[src/rtl/ls_exec_unit_if.sv]
// Issue-queue, data-memory, CDB, store-completion and flush signals of the
// load/store execution unit, bundled so the unit and its environment
// connect through a single port.
interface ls_exec_unit_if #(
    parameter int ADDR_W = 32,
    parameter int DATA_W = 32
);
    // Issue queue side
    logic              IssueQue_Ready;
    logic [DATA_W-1:0] IssueQue_Data;
    logic [ADDR_W-1:0] IssueQue_Address;
    logic [4:0]        IssueQue_Rd_Tag;
    logic              IssueQue_Opcode;
    logic              Issueblk_Issue;

    // Single-port data memory
    logic              Mem_Req;
    logic              Mem_We;
    logic [ADDR_W-1:0] Mem_Addr;
    logic [DATA_W-1:0] Mem_Wdata;
    logic [DATA_W-1:0] Mem_Rdata;
    logic              Mem_Ack;

    // Common data bus
    logic              CDB_Req;
    logic              CDB_Grant;
    logic [4:0]        CDB_Tag;
    logic [DATA_W-1:0] CDB_Data;

    // Reorder buffer / retire side
    logic              LS_Store_Done;
    logic [4:0]        LS_Store_Tag;
    logic              LS_Exception;
    logic              RB_Flush_Valid;

    // The execution unit
    modport master (
        input  IssueQue_Ready, IssueQue_Data, IssueQue_Address, IssueQue_Rd_Tag,
        input  IssueQue_Opcode, Mem_Rdata, Mem_Ack, CDB_Grant, RB_Flush_Valid,
        output Issueblk_Issue, Mem_Req, Mem_We, Mem_Addr, Mem_Wdata,
        output CDB_Req, CDB_Tag, CDB_Data, LS_Store_Done, LS_Store_Tag, LS_Exception
    );

    // Queue, memory, arbiter and ROB as seen from outside the unit
    modport slave (
        output IssueQue_Ready, IssueQue_Data, IssueQue_Address, IssueQue_Rd_Tag,
        output IssueQue_Opcode, Mem_Rdata, Mem_Ack, CDB_Grant, RB_Flush_Valid,
        input  Issueblk_Issue, Mem_Req, Mem_We, Mem_Addr, Mem_Wdata,
        input  CDB_Req, CDB_Tag, CDB_Data, LS_Store_Done, LS_Store_Tag, LS_Exception
    );
endinterface

[src/rtl/ls_exec_unit.sv]
// Load/store execution unit: accepts one memory instruction at a time from
// the issue queue, performs a single-port memory access, broadcasts load
// results on the CDB and reports store completion to the ROB. Flushes from
// the retire bus cancel the in-flight instruction without aborting the bus.
//
// Optional feature: define LS_ALIGN_CHECK_EN to trap misaligned addresses at
// accept (LS_Exception pulse, no memory access). Without it the low address
// bits are simply dropped and LS_Exception is tied low.
module ls_exec_unit #(
    parameter int ADDR_W = 32,
    parameter int DATA_W = 32
) (
    input  logic            Clk,
    input  logic            Rst_n,
    ls_exec_unit_if.master  bus
);

    typedef enum logic [1:0] {
        IDLE = 2'd0,
        MEM  = 2'd1,
        CDB  = 2'd2
    } state_t;

    state_t            state_q, state_d;

    // Holding registers for the in-flight instruction
    logic              op_load_q;
    logic [ADDR_W-1:0] addr_q;
    logic [DATA_W-1:0] wdata_q;
    logic [4:0]        tag_q;
    logic [DATA_W-1:0] result_q;
    logic              killed_q;

    // Registered completion outputs
    logic              store_done_q;
    logic [4:0]        store_tag_q;

    // Decoded strobes from the FSM
    logic              issue;
    logic              capture;
    logic              load_capture;
    logic              store_done_d;

    // Accept only from IDLE and never in a flush cycle
    assign issue = (state_q == IDLE) && bus.IssueQue_Ready && !bus.RB_Flush_Valid;

`ifdef LS_ALIGN_CHECK_EN
    logic exc_d;
    logic exc_q;
    logic misaligned;

    assign misaligned = (bus.IssueQue_Address[1:0] != 2'b00);
`endif

    // State register
    always_ff @(posedge Clk or negedge Rst_n) begin
        // NOTE: sequential state is updated with non-blocking assignments only,
        // so every register samples pre-edge values regardless of block order.
        if (!Rst_n) begin
            state_q <= IDLE;
        end else begin
            state_q <= state_d;
        end
    end

    // Next-state logic and per-cycle control strobes
    always_comb begin
        // NOTE: every output of this block is defaulted first; any path that
        // skipped an assignment would otherwise infer a latch.
        state_d      = state_q;
        capture      = 1'b0;
        load_capture = 1'b0;
        store_done_d = 1'b0;
`ifdef LS_ALIGN_CHECK_EN
        exc_d        = 1'b0;
`endif
        unique case (state_q)
            IDLE: begin
                if (issue) begin
`ifdef LS_ALIGN_CHECK_EN
                    if (misaligned) begin
                        exc_d = 1'b1;
                    end else begin
                        capture = 1'b1;
                        state_d = MEM;
                    end
`else
                    capture = 1'b1;
                    state_d = MEM;
`endif
                end
            end
            MEM: begin
                // The bus transaction always completes; a flush only decides
                // whether its result is reported.
                if (bus.Mem_Ack) begin
                    if (killed_q || bus.RB_Flush_Valid) begin
                        state_d = IDLE;
                    end else if (op_load_q) begin
                        load_capture = 1'b1;
                        state_d      = CDB;
                    end else begin
                        store_done_d = 1'b1;
                        state_d      = IDLE;
                    end
                end
            end
            CDB: begin
                // A grant coinciding with a flush lands here too: the result
                // is dropped either way.
                if (bus.RB_Flush_Valid || bus.CDB_Grant) begin
                    state_d = IDLE;
                end
            end
            default: state_d = IDLE;
        endcase
    end

    // Instruction holding registers, load result and sticky kill flag
    always_ff @(posedge Clk or negedge Rst_n) begin
        // NOTE: these few holding registers are reset so that every output
        // driven from them reads 0 out of reset.
        if (!Rst_n) begin
            op_load_q <= 1'b0;
            addr_q    <= '0;
            wdata_q   <= '0;
            tag_q     <= '0;
            result_q  <= '0;
            killed_q  <= 1'b0;
        end else begin
            if (capture) begin
                op_load_q <= bus.IssueQue_Opcode;
                addr_q    <= bus.IssueQue_Address;
                wdata_q   <= bus.IssueQue_Data;
                tag_q     <= bus.IssueQue_Rd_Tag;
            end
            if (load_capture) begin
                result_q <= bus.Mem_Rdata;
            end
            // Set by a flush during MEM, held until the access retires
            killed_q <= (state_q == MEM) && (state_d == MEM) &&
                        (killed_q || bus.RB_Flush_Valid);
        end
    end

    // One-cycle completion pulses and their tag
    always_ff @(posedge Clk or negedge Rst_n) begin
        if (!Rst_n) begin
            store_done_q <= 1'b0;
            store_tag_q  <= '0;
        end else begin
            store_done_q <= store_done_d;
            if (store_done_d) begin
                store_tag_q <= tag_q;
            end
`ifdef LS_ALIGN_CHECK_EN
            if (exc_d) begin
                store_tag_q <= bus.IssueQue_Rd_Tag;
            end
`endif
        end
    end

`ifdef LS_ALIGN_CHECK_EN
    // Misaligned-access exception pulse
    always_ff @(posedge Clk or negedge Rst_n) begin
        if (!Rst_n) begin
            exc_q <= 1'b0;
        end else begin
            exc_q <= exc_d;
        end
    end

    assign bus.LS_Exception = exc_q;
`else
    assign bus.LS_Exception = 1'b0;
`endif

    assign bus.Issueblk_Issue = issue;

    // Memory outputs decode straight from the state register, so an
    // asynchronous reset drops Mem_Req immediately.
    assign bus.Mem_Req   = (state_q == MEM);
    assign bus.Mem_We    = (state_q == MEM) && !op_load_q;
    assign bus.Mem_Addr  = addr_q & ~ADDR_W'(3);
    assign bus.Mem_Wdata = wdata_q;

    assign bus.CDB_Req   = (state_q == CDB);
    assign bus.CDB_Tag   = tag_q;
    assign bus.CDB_Data  = result_q;

    assign bus.LS_Store_Done = store_done_q;
    assign bus.LS_Store_Tag  = store_tag_q;

endmodule

[src/flat_wrapper.sv]
// flat-port wrapper written by rule: the top's interface ports become plain ports
module ls_exec_unit_flat 
#(
    parameter int ADDR_W = 32,
    parameter int DATA_W = 32
)
  (Clk, Rst_n, bus_IssueQue_Ready, bus_IssueQue_Data, bus_IssueQue_Address, bus_IssueQue_Rd_Tag, bus_IssueQue_Opcode, bus_Mem_Rdata, bus_Mem_Ack, bus_CDB_Grant, bus_RB_Flush_Valid, bus_Issueblk_Issue, bus_Mem_Req, bus_Mem_We, bus_Mem_Addr, bus_Mem_Wdata, bus_CDB_Req, bus_CDB_Tag, bus_CDB_Data, bus_LS_Store_Done, bus_LS_Store_Tag, bus_LS_Exception);
  ls_exec_unit_if #(.ADDR_W(ADDR_W), .DATA_W(DATA_W)) bus_i ();
  input  logic Clk;
  input  logic Rst_n;
  input wire logic [$bits(bus_i.IssueQue_Ready)-1:0] bus_IssueQue_Ready;
  input wire logic [$bits(bus_i.IssueQue_Data)-1:0] bus_IssueQue_Data;
  input wire logic [$bits(bus_i.IssueQue_Address)-1:0] bus_IssueQue_Address;
  input wire logic [$bits(bus_i.IssueQue_Rd_Tag)-1:0] bus_IssueQue_Rd_Tag;
  input wire logic [$bits(bus_i.IssueQue_Opcode)-1:0] bus_IssueQue_Opcode;
  input wire logic [$bits(bus_i.Mem_Rdata)-1:0] bus_Mem_Rdata;
  input wire logic [$bits(bus_i.Mem_Ack)-1:0] bus_Mem_Ack;
  input wire logic [$bits(bus_i.CDB_Grant)-1:0] bus_CDB_Grant;
  input wire logic [$bits(bus_i.RB_Flush_Valid)-1:0] bus_RB_Flush_Valid;
  output wire logic [$bits(bus_i.Issueblk_Issue)-1:0] bus_Issueblk_Issue;
  output wire logic [$bits(bus_i.Mem_Req)-1:0] bus_Mem_Req;
  output wire logic [$bits(bus_i.Mem_We)-1:0] bus_Mem_We;
  output wire logic [$bits(bus_i.Mem_Addr)-1:0] bus_Mem_Addr;
  output wire logic [$bits(bus_i.Mem_Wdata)-1:0] bus_Mem_Wdata;
  output wire logic [$bits(bus_i.CDB_Req)-1:0] bus_CDB_Req;
  output wire logic [$bits(bus_i.CDB_Tag)-1:0] bus_CDB_Tag;
  output wire logic [$bits(bus_i.CDB_Data)-1:0] bus_CDB_Data;
  output wire logic [$bits(bus_i.LS_Store_Done)-1:0] bus_LS_Store_Done;
  output wire logic [$bits(bus_i.LS_Store_Tag)-1:0] bus_LS_Store_Tag;
  output wire logic [$bits(bus_i.LS_Exception)-1:0] bus_LS_Exception;
  assign bus_i.IssueQue_Ready = bus_IssueQue_Ready;
  assign bus_i.IssueQue_Data = bus_IssueQue_Data;
  assign bus_i.IssueQue_Address = bus_IssueQue_Address;
  assign bus_i.IssueQue_Rd_Tag = bus_IssueQue_Rd_Tag;
  assign bus_i.IssueQue_Opcode = bus_IssueQue_Opcode;
  assign bus_i.Mem_Rdata = bus_Mem_Rdata;
  assign bus_i.Mem_Ack = bus_Mem_Ack;
  assign bus_i.CDB_Grant = bus_CDB_Grant;
  assign bus_i.RB_Flush_Valid = bus_RB_Flush_Valid;
  assign bus_Issueblk_Issue = bus_i.Issueblk_Issue;
  assign bus_Mem_Req = bus_i.Mem_Req;
  assign bus_Mem_We = bus_i.Mem_We;
  assign bus_Mem_Addr = bus_i.Mem_Addr;
  assign bus_Mem_Wdata = bus_i.Mem_Wdata;
  assign bus_CDB_Req = bus_i.CDB_Req;
  assign bus_CDB_Tag = bus_i.CDB_Tag;
  assign bus_CDB_Data = bus_i.CDB_Data;
  assign bus_LS_Store_Done = bus_i.LS_Store_Done;
  assign bus_LS_Store_Tag = bus_i.LS_Store_Tag;
  assign bus_LS_Exception = bus_i.LS_Exception;
  ls_exec_unit #(.ADDR_W(ADDR_W), .DATA_W(DATA_W)) u_core (.Clk(Clk), .Rst_n(Rst_n), .bus(bus_i));
endmodule
[config.mk]
export PLATFORM = sky130hd
export DESIGN_NAME = ls_exec_unit_flat
export DESIGN_NICKNAME = d
export VERILOG_FILES = /design/src/rtl/ls_exec_unit_if.sv /design/src/rtl/ls_exec_unit.sv /design/src/flat_wrapper.sv
export SDC_FILE = /design/constraint.sdc
export NUM_CORES = 1
export LEC_CHECK = 0
export CAP_MARGIN = 20
export CORE_MARGIN = 2
export CORE_UTILIZATION = 39
export CTS_CLUSTER_SIZE = 40
export DETAILED_ROUTE_END_ITERATION = 10
export GPL_TIMING_DRIVEN = 0
export MAX_ROUTING_LAYER = met4
export PLACE_DENSITY = 0.89
export SKIP_CTS_REPAIR_TIMING = 1
export SLEW_MARGIN = 20
export SYNTH_ARGS = -nofsm -noshare
export SYNTH_HDL_FRONTEND = slang
export SYNTH_SLANG_ARGS = --single-unit
[constraint.sdc]
create_clock -name Clk -period 2.01 [get_ports Clk]
set_input_delay 0.5025 -clock Clk [delete_from_list [all_inputs] [get_ports Clk]]
set_output_delay 0.5025 -clock Clk [all_outputs]
set_load 0.02 [all_outputs]
* After elaboration in Yosys (flattened, before gate mapping) *
Index checks and enable logic that the tools add are counted.
W data, S select, Z words.

cells by class
  equal/unequal tests = 3
  muxes and demuxes = 16
  reductions and logical operators = 10

operator list
  kind                  number
  $mux W1               10
  $mux W2               5
  $pmux W2 S3           1
  $logic_and A1 B1 Y1   5
  $eq A2 B1 Y1 const B  2
  $eq A2 B2 Y1 const B  1
  $logic_not A1 Y1      2
  $logic_not A2 Y1      1
  $logic_or A1 B1 Y1    2

word-level totals
  input port bits = 108
  bits in registers = 111

* Longest topological paths before layout *
Gate-level depths: netlist (run 1).

  word-level depth = 8
  mapped depth = 4

* Worst setup path before layout (run 1) *
OpenSTA, ideal clock, no wires.

  path kind = input to output
  start point = in bus_RB_Flush_Valid
  end point = out bus_Issueblk_Issue
  stages on the path = 2
  path buffers = 1
  arrival time = 1.234 ns
  setup slack = 0.273 ns
  required time = 1.507 ns
  cells stage by stage = nor4b_4 -> buf_6

between the ends
  word-level cells in the longest chain between the ends = 2

RTL lines
  what                 RTL line            source
  start: declaration   flat_wrapper.sv:19  input wire logic [$bits(bus_i.RB_Flush_Valid)-1:0] bus_RB_Flush_Valid;
  $logic_not A1 Y1     ls_exec_unit.sv:45  assign issue = (state_q == IDLE) && bus.IssueQue_Ready && !bus.RB_Flush_Valid;
  $logic_and A1 B1 Y1  ls_exec_unit.sv:45
  end: declaration     flat_wrapper.sv:20  output wire logic [$bits(bus_i.Issueblk_Issue)-1:0] bus_Issueblk_Issue;

No other way between the ends.

* Worst setup path after layout (run 1) *
  start point = reg u_core.state_q[0]
  end point = out bus_Issueblk_Issue

between the ends
  word-level cells in the longest chain between the ends = 3

RTL lines
  what                               RTL line            source
  start: declaration                 ls_exec_unit.sv:24  state_t state_q, state_d;
  start signal: assignment           ls_exec_unit.sv:62  state_q <= state_d;
  $logic_not A2 Y1                   ls_exec_unit.sv:45
  $logic_and A1 B1 Y1 (2 in series)  ls_exec_unit.sv:45

No other way between the ends.

==> results of run 1 <==
-- worst paths after layout --
check | to | slack, ps | depth (start not counted)
hold reg to reg | u_core.bus.CDB_Data[31]$_DFFE_PN0P_ | 510 | 1
max in group asynchronous | u_core.bus.CDB_Data[31]$_DFFE_PN0P_ | 1250 | 2
setup / recovery | bus_Issueblk_Issue | -30 | 4
setup reg to reg | u_core.addr_q[15]$_DFFE_PN0P_ | 310 | 5
hold / removal | u_core.bus.CDB_Tag[4]$_DFFE_PN0P_ | 80 | 1
min in group Clk | u_core.state_q[1]$_DFF_PN0_ | 490 | 2
-- sequential cells by signal (all words and copies together) (netlist names) --
| signal | count |
|---|---|
| u_core.bus.CDB_Data | 32 |
| u_core.bus.Mem_Wdata | 32 |
| u_core.addr_q | 30 |
| u_core.bus.CDB_Tag | 5 |
| u_core.bus.LS_Store_Tag | 5 |
| u_core.state_q | 2 |
| u_core.bus.LS_Store_Done | 1 |
| u_core.killed_q | 1 |
| u_core.op_load_q | 1 |
-- kinds of logic after synthesis --
group                  Yosys count
flip-flops                     109
multiplexers                   105
buffers and inverters           17
AND/OR/NAND/NOR                 10
AO/OA/AOI/OAI                    2
other                            1
-- Yosys cell counts --
master | instances | share of area [%]
nor2b_1 | 1 | 0.15
buf_2 | 3 | 0.36
mux2_2 | 85 | 23
mux2_4 | 20 | 7.1
nand4_1 | 1 | 0.15
conb_1 | 1 | 0.089
nand2_1 | 1 | 0.089
o21bai_1 | 1 | 0.18
dfrtp_1 | 109 | 65
nor3_1 | 1 | 0.12
buf_4 | 3 | 0.53
buf_6 | 8 | 2.1
nor4b_4 | 1 | 0.56
nor2_1 | 4 | 0.36
nand4b_1 | 1 | 0.21
inv_1 | 3 | 0.27
o41ai_1 | 1 | 0.21
-- power by group through the flow --
stage | sequential [µW] | combinational (µW) | clock [µW]
after floorplan | 4190 | 821 | 0
after global placement | 3290 | 3570 | 0
after detailed placement | 3350 | 3640 | 0
after CTS | 3310 | 3650 | 1510
after global routing | 3380 | 3780 | 1600
final | 3300 | 3610 | 1470
-- area by class of cell --
cell class              instances  area (µm²)  share of cell area [%]
plain buffers                  14       127.6                   1.873
repair buffers                217        2200                   32.27
flip-flops and latches        109        2728                   40.02
clock buffers                  12       155.1                   2.276
well taps                     136       170.2                   2.497
multi-input cells             120        1354                   19.86
inverters                       3       11.26                  0.1652
clock inverters                 4       70.07                   1.028
-- layer usage --
layer	up-vias	wire, µm	track usage [%]
li1	1309	-	-
met3	17	752	5.184
met5	-	0	-
met2	125	5504	32.26
met1	1434	3958	20.24
met4	0	177	6.502
-- per-stage QoR --
step	setup slack (ps)	power, µW	util, %
2_1_floorplan	273.1	5013	-
3_3_place_gp	-3481	6859	62.71
3_5_place_dp	-1158	6984	62.99
4_1_cts	-1169	8472	65.15
5_1_grt	-106.1	8771	65.43
6_report	-33.69	8381	65.43
==> flow_metrics.tcl, run 1 <==
set metrics [dict create \
    status "finished, violations left" \
    violations "negative setup slack" \
    crit_fanout 10 \
    hp-class "input port to asynchronous set/reset pin" \
    cts_buffer_depth 2 \
    final.setup.tns_ps -33.69 \
    clk_pin_slew_ps 90 \
    cp.arrival_ps 1540 \
    synth-compound-area-share_pct 0.3861 \
    cts_made_buffers 9 \
    dr.pass1.iters 2 \
    comb_power_share_pct 43.1 \
    layout-drive-gt1-share_pct 29.23 \
    vias 2885 \
    slew_viol_final 0 \
    syn_area_um2 4213 \
    ir_drop_v 0.0006014 \
    clock_latency_ps 370 \
    area_growth_pct 61.78 \
    clkPwrFrac_pct 17.6 \
    finalInstanceArea_um2 6815 \
    layout_commonest_cell "clkdlybuf4s50_1" \
    die_w_um 107.9 \
    drt_iter0_drc 51 \
    grt_overflow 0 \
    rsz0062_at_grt "yes" \
    layout_common_cells "clkdlybuf4s50_1 (207), dfrtp_1 (109), mux2_2 (85)" \
    cts_root_buffer "clkbuf_8" \
    gp_congestion 0.7456 \
    core_area_um2 10420 \
    synth-simple-area-share_pct 1.634 \
    dpl.hpwl_um 8089 \
    grt_antenna_before_repair 0 \
    critPathCaptureType "primary output" \
    fmax_mhz 489.3 \
    cts_sinks 109 \
    muxShareOfSynthArea_pct 29.85 \
    synth-seq-cells 109 \
    track_usage_pct 18.48 \
    cp_slowest_cell "dfrtp_1" \
    critPathLaunchType "flop" \
    fill_cells 782 \
    maxCapViolations 0 \
    die_area_um2 11650 \
    p_leak_uw 0.002971 \
    grt_first_pass_wirelength_um 15810 \
    crit_family "buffers and inverters" \
    synth_fa_ha_area_share_pct 0 \
    die_h_um 107.9 \
    htreeDepth 3 \
    setup_slack_ps -33.69 \
    cpMostUsedCell "buf_6" \
    grt_max_degree 60 \
    p_int_uw 5694 \
    fin_crit_sh_pct 101.7 \
    ant_nets 0 \
    seq_power_share_pct 39.4 \
    yosysWarningCount 0 \
    synth.distinct_cells 17 \
    drt-total-wl_um 10390 \
    ios 220 \
    crit_type "flop to primary output" \
    final_nets 582 \
    vias_per_cell 4.691 \
    placed_area_um2 6561 \
    synth_xor_xnor_area_share_pct 0 \
    cp_num_buf_inv 3 \
    cts_tree "yes" \
    swShare_pct 32.06 \
    ys_seq_area_share_pct 64.75 \
    synth.avg_cell_area_um2 17.27 \
    syn_inst 244 \
    initial_utilization_pct 40.44 \
    synth_top_family_by_area "multiplexers" \
    startpoint "u_core.state_q[0]$_DFF_PN0_" \
    hold_slack_ps 80.48 \
    setup_violations 1 \
    clock_skew_ps 9.148 \
    power_density_nw_per_um2 1230 \
    wl_per_cell_um 16.90 \
    cp.required_ps 1510 \
    rows 37 \
    path_cells "buf_6 -> nor4b_4 -> buf_6 -> buf_6" \
    io_buffers 214 \
    r2r-start "u_core.state_q[0]$_DFF_PN0_" \
    diodes 0 \
    final_cells 615 \
    grt_pass1_vias 3068 \
    place_inst 597 \
    tightest_slew_ps 535.3 \
    hold_viol_final 0 \
    drc 0 \
    max_stage_delay_ps 390 \
    p_sw_uw 2687 \
    maxSlewHeadroom_pct 64.31 \
    fin_crit_ps 2044 \
]
Power figures use the tool's default switching activity.
==> run 2: changes to the inputs <==
--- a/config.mk
+++ b/config.mk
@@ -14,7 +14,6 @@
 export MAX_ROUTING_LAYER = met4
 export PLACE_DENSITY = 0.89
 export SKIP_CTS_REPAIR_TIMING = 1
-export SLEW_MARGIN = 20
 export SYNTH_ARGS = -nofsm -noshare
 export SYNTH_HDL_FRONTEND = slang
 export SYNTH_SLANG_ARGS = --single-unit
==> flow_metrics.tcl, run 2 (synthesized netlist as in run 1, its figures left out) <==
set metrics [dict create \
    cts_sinks 109 \
    io_buffers 214 \
    layout-drive-gt1-share_pct 29.23 \
    cts_made_buffers 9 \
    ir_drop_v 0.0006902 \
    cp.arrival_ps 1510 \
    p_sw_uw 2673 \
    final_nets 582 \
    core_area_um2 10420 \
    layout_commonest_cell "clkdlybuf4s50_1" \
    drt-total-wl_um 10350 \
    htreeDepth 3 \
    critPathCaptureType "primary output" \
    ios 220 \
    clk_pin_slew_ps 100 \
    clock_skew_ps 4.425 \
    grt_antenna_before_repair 0 \
    ant_nets 0 \
    seq_power_share_pct 39.4 \
    setup_violations 1 \
    swShare_pct 31.95 \
    drt_iter0_drc 42 \
    status "finished, violations left" \
    cts_buffer_depth 2 \
    gp_congestion 0.7456 \
    maxSlewHeadroom_pct 50.45 \
    grt_max_degree 60 \
    die_w_um 107.9 \
    cp.required_ps 1510 \
    clkPwrFrac_pct 17.5 \
    hold_slack_ps 196.2 \
    p_leak_uw 0.002970 \
    violations "negative setup slack" \
    cts_tree "yes" \
    crit_type "flop to primary output" \
    rows 37 \
    slew_viol_final 0 \
    dr.pass1.iters 3 \
    diodes 0 \
    wl_per_cell_um 16.82 \
    setup_slack_ps -6.262 \
    vias_per_cell 4.657 \
    drc 0 \
    fin_crit_sh_pct 100.3 \
    dpl.hpwl_um 8174 \
    rsz0062_at_grt "yes" \
    hp-class "input port to asynchronous set/reset pin" \
    vias 2864 \
    p_int_uw 5694 \
    hold_viol_final 0 \
    fin_crit_ps 2016 \
    maxCapViolations 0 \
    initial_utilization_pct 40.44 \
    fin_util_pct 65.39 \
    die_area_um2 11650 \
    fmax_mhz 496.0 \
    track_usage_pct 18.05 \
    cts_root_buffer "clkbuf_8" \
    grt_overflow 0 \
    critPathLaunchType "flop" \
    final.setup.tns_ps -6.262 \
    comb_power_share_pct 43.1 \
    area_growth_pct 61.69 \
    grt_first_pass_wirelength_um 15590 \
    power_density_nw_per_um2 1228 \
    crit_fanout 10 \
    grt_pass1_vias 3093 \
    tightest_slew_ps 743.3 \
    die_h_um 107.9 \
    layout_common_cells "clkdlybuf4s50_1 (207), dfrtp_1 (109), mux2_2 (85)" \
    clock_latency_ps 350 \
]
run 2: worst max-delay path: stages, from the launching register on:
cell     delay [ps]
dfrtp_1         390
buf_6           130
nor4b_4         320
buf_6           200
buf_6           120
run 2: cell type report:
class | instances | area [µm²]
clock buffer | 12 | 155.1
inverter | 3 | 11.26
multi-input combinational | 120 | 1354
clock inverter | 4 | 70.07
sequential | 109 | 2728
timing repair buffer | 217 | 2196
buffer | 14 | 127.6
fill | 792 | 3605
tap | 136 | 170.2
run 2: per-layer routing:
metal | part of all wire (%) | vias up | global-route usage [%]
met1 | 37 | 1416 | 19.53
met2 | 54 | 125 | 32.26
met3 | 6.8 | 16 | 4.159
li1 | - | 1307 | -
met5 | 0 | - | -
met4 | 1.9 | 0 | 6.777
run 2: through the flow:
stage	std cells	power, µW	instance area [µm²]	worst slack [ps]
after floorplan	246	5013	4220	273.1
after global placement	596	6859	6533	-3481
after detailed placement	597	6986	6558	-1154
after CTS	613	8460	6783	-1161
after global routing	615	8747	6812	-77.40
final	615	8367	6812	-6.262
run 2: path summary, 6_finish.rpt:
kind / from / endpoint / slack [ps] / cells past startpoint
min in group Clk: bus_RB_Flush_Valid / u_core.state_q[1]$_DFF_PN0_ / 500 / 2
max reg2reg: u_core.state_q[0]$_DFF_PN0_ / u_core.bus.Mem_Wdata[4]$_DFFE_PN0P_ / 320 / 5
max: u_core.state_q[0]$_DFF_PN0_ / bus_Issueblk_Issue / -6 / 4
max in group asynchronous: Rst_n / u_core.bus.LS_Store_Tag[3]$_DFFE_PN0P_ / 1100 / 2
min reg2reg: u_core.bus.CDB_Data[31]$_DFFE_PN0P_ / u_core.bus.CDB_Data[31]$_DFFE_PN0P_ / 510 / 1
min: Rst_n / u_core.addr_q[6]$_DFFE_PN0P_ / 200 / 1
run 2: power by group through the flow:
stage          Clock [µW]  Sequential [µW]  Combinational (µW)
2_1_floorplan           0             4190                 821
5_1_grt              1590             3380                3780
6_report             1460             3300                3610
4_1_cts              1500             3300                3650
3_3_place_gp            0             3290                3570
3_5_place_dp            0             3350                3640
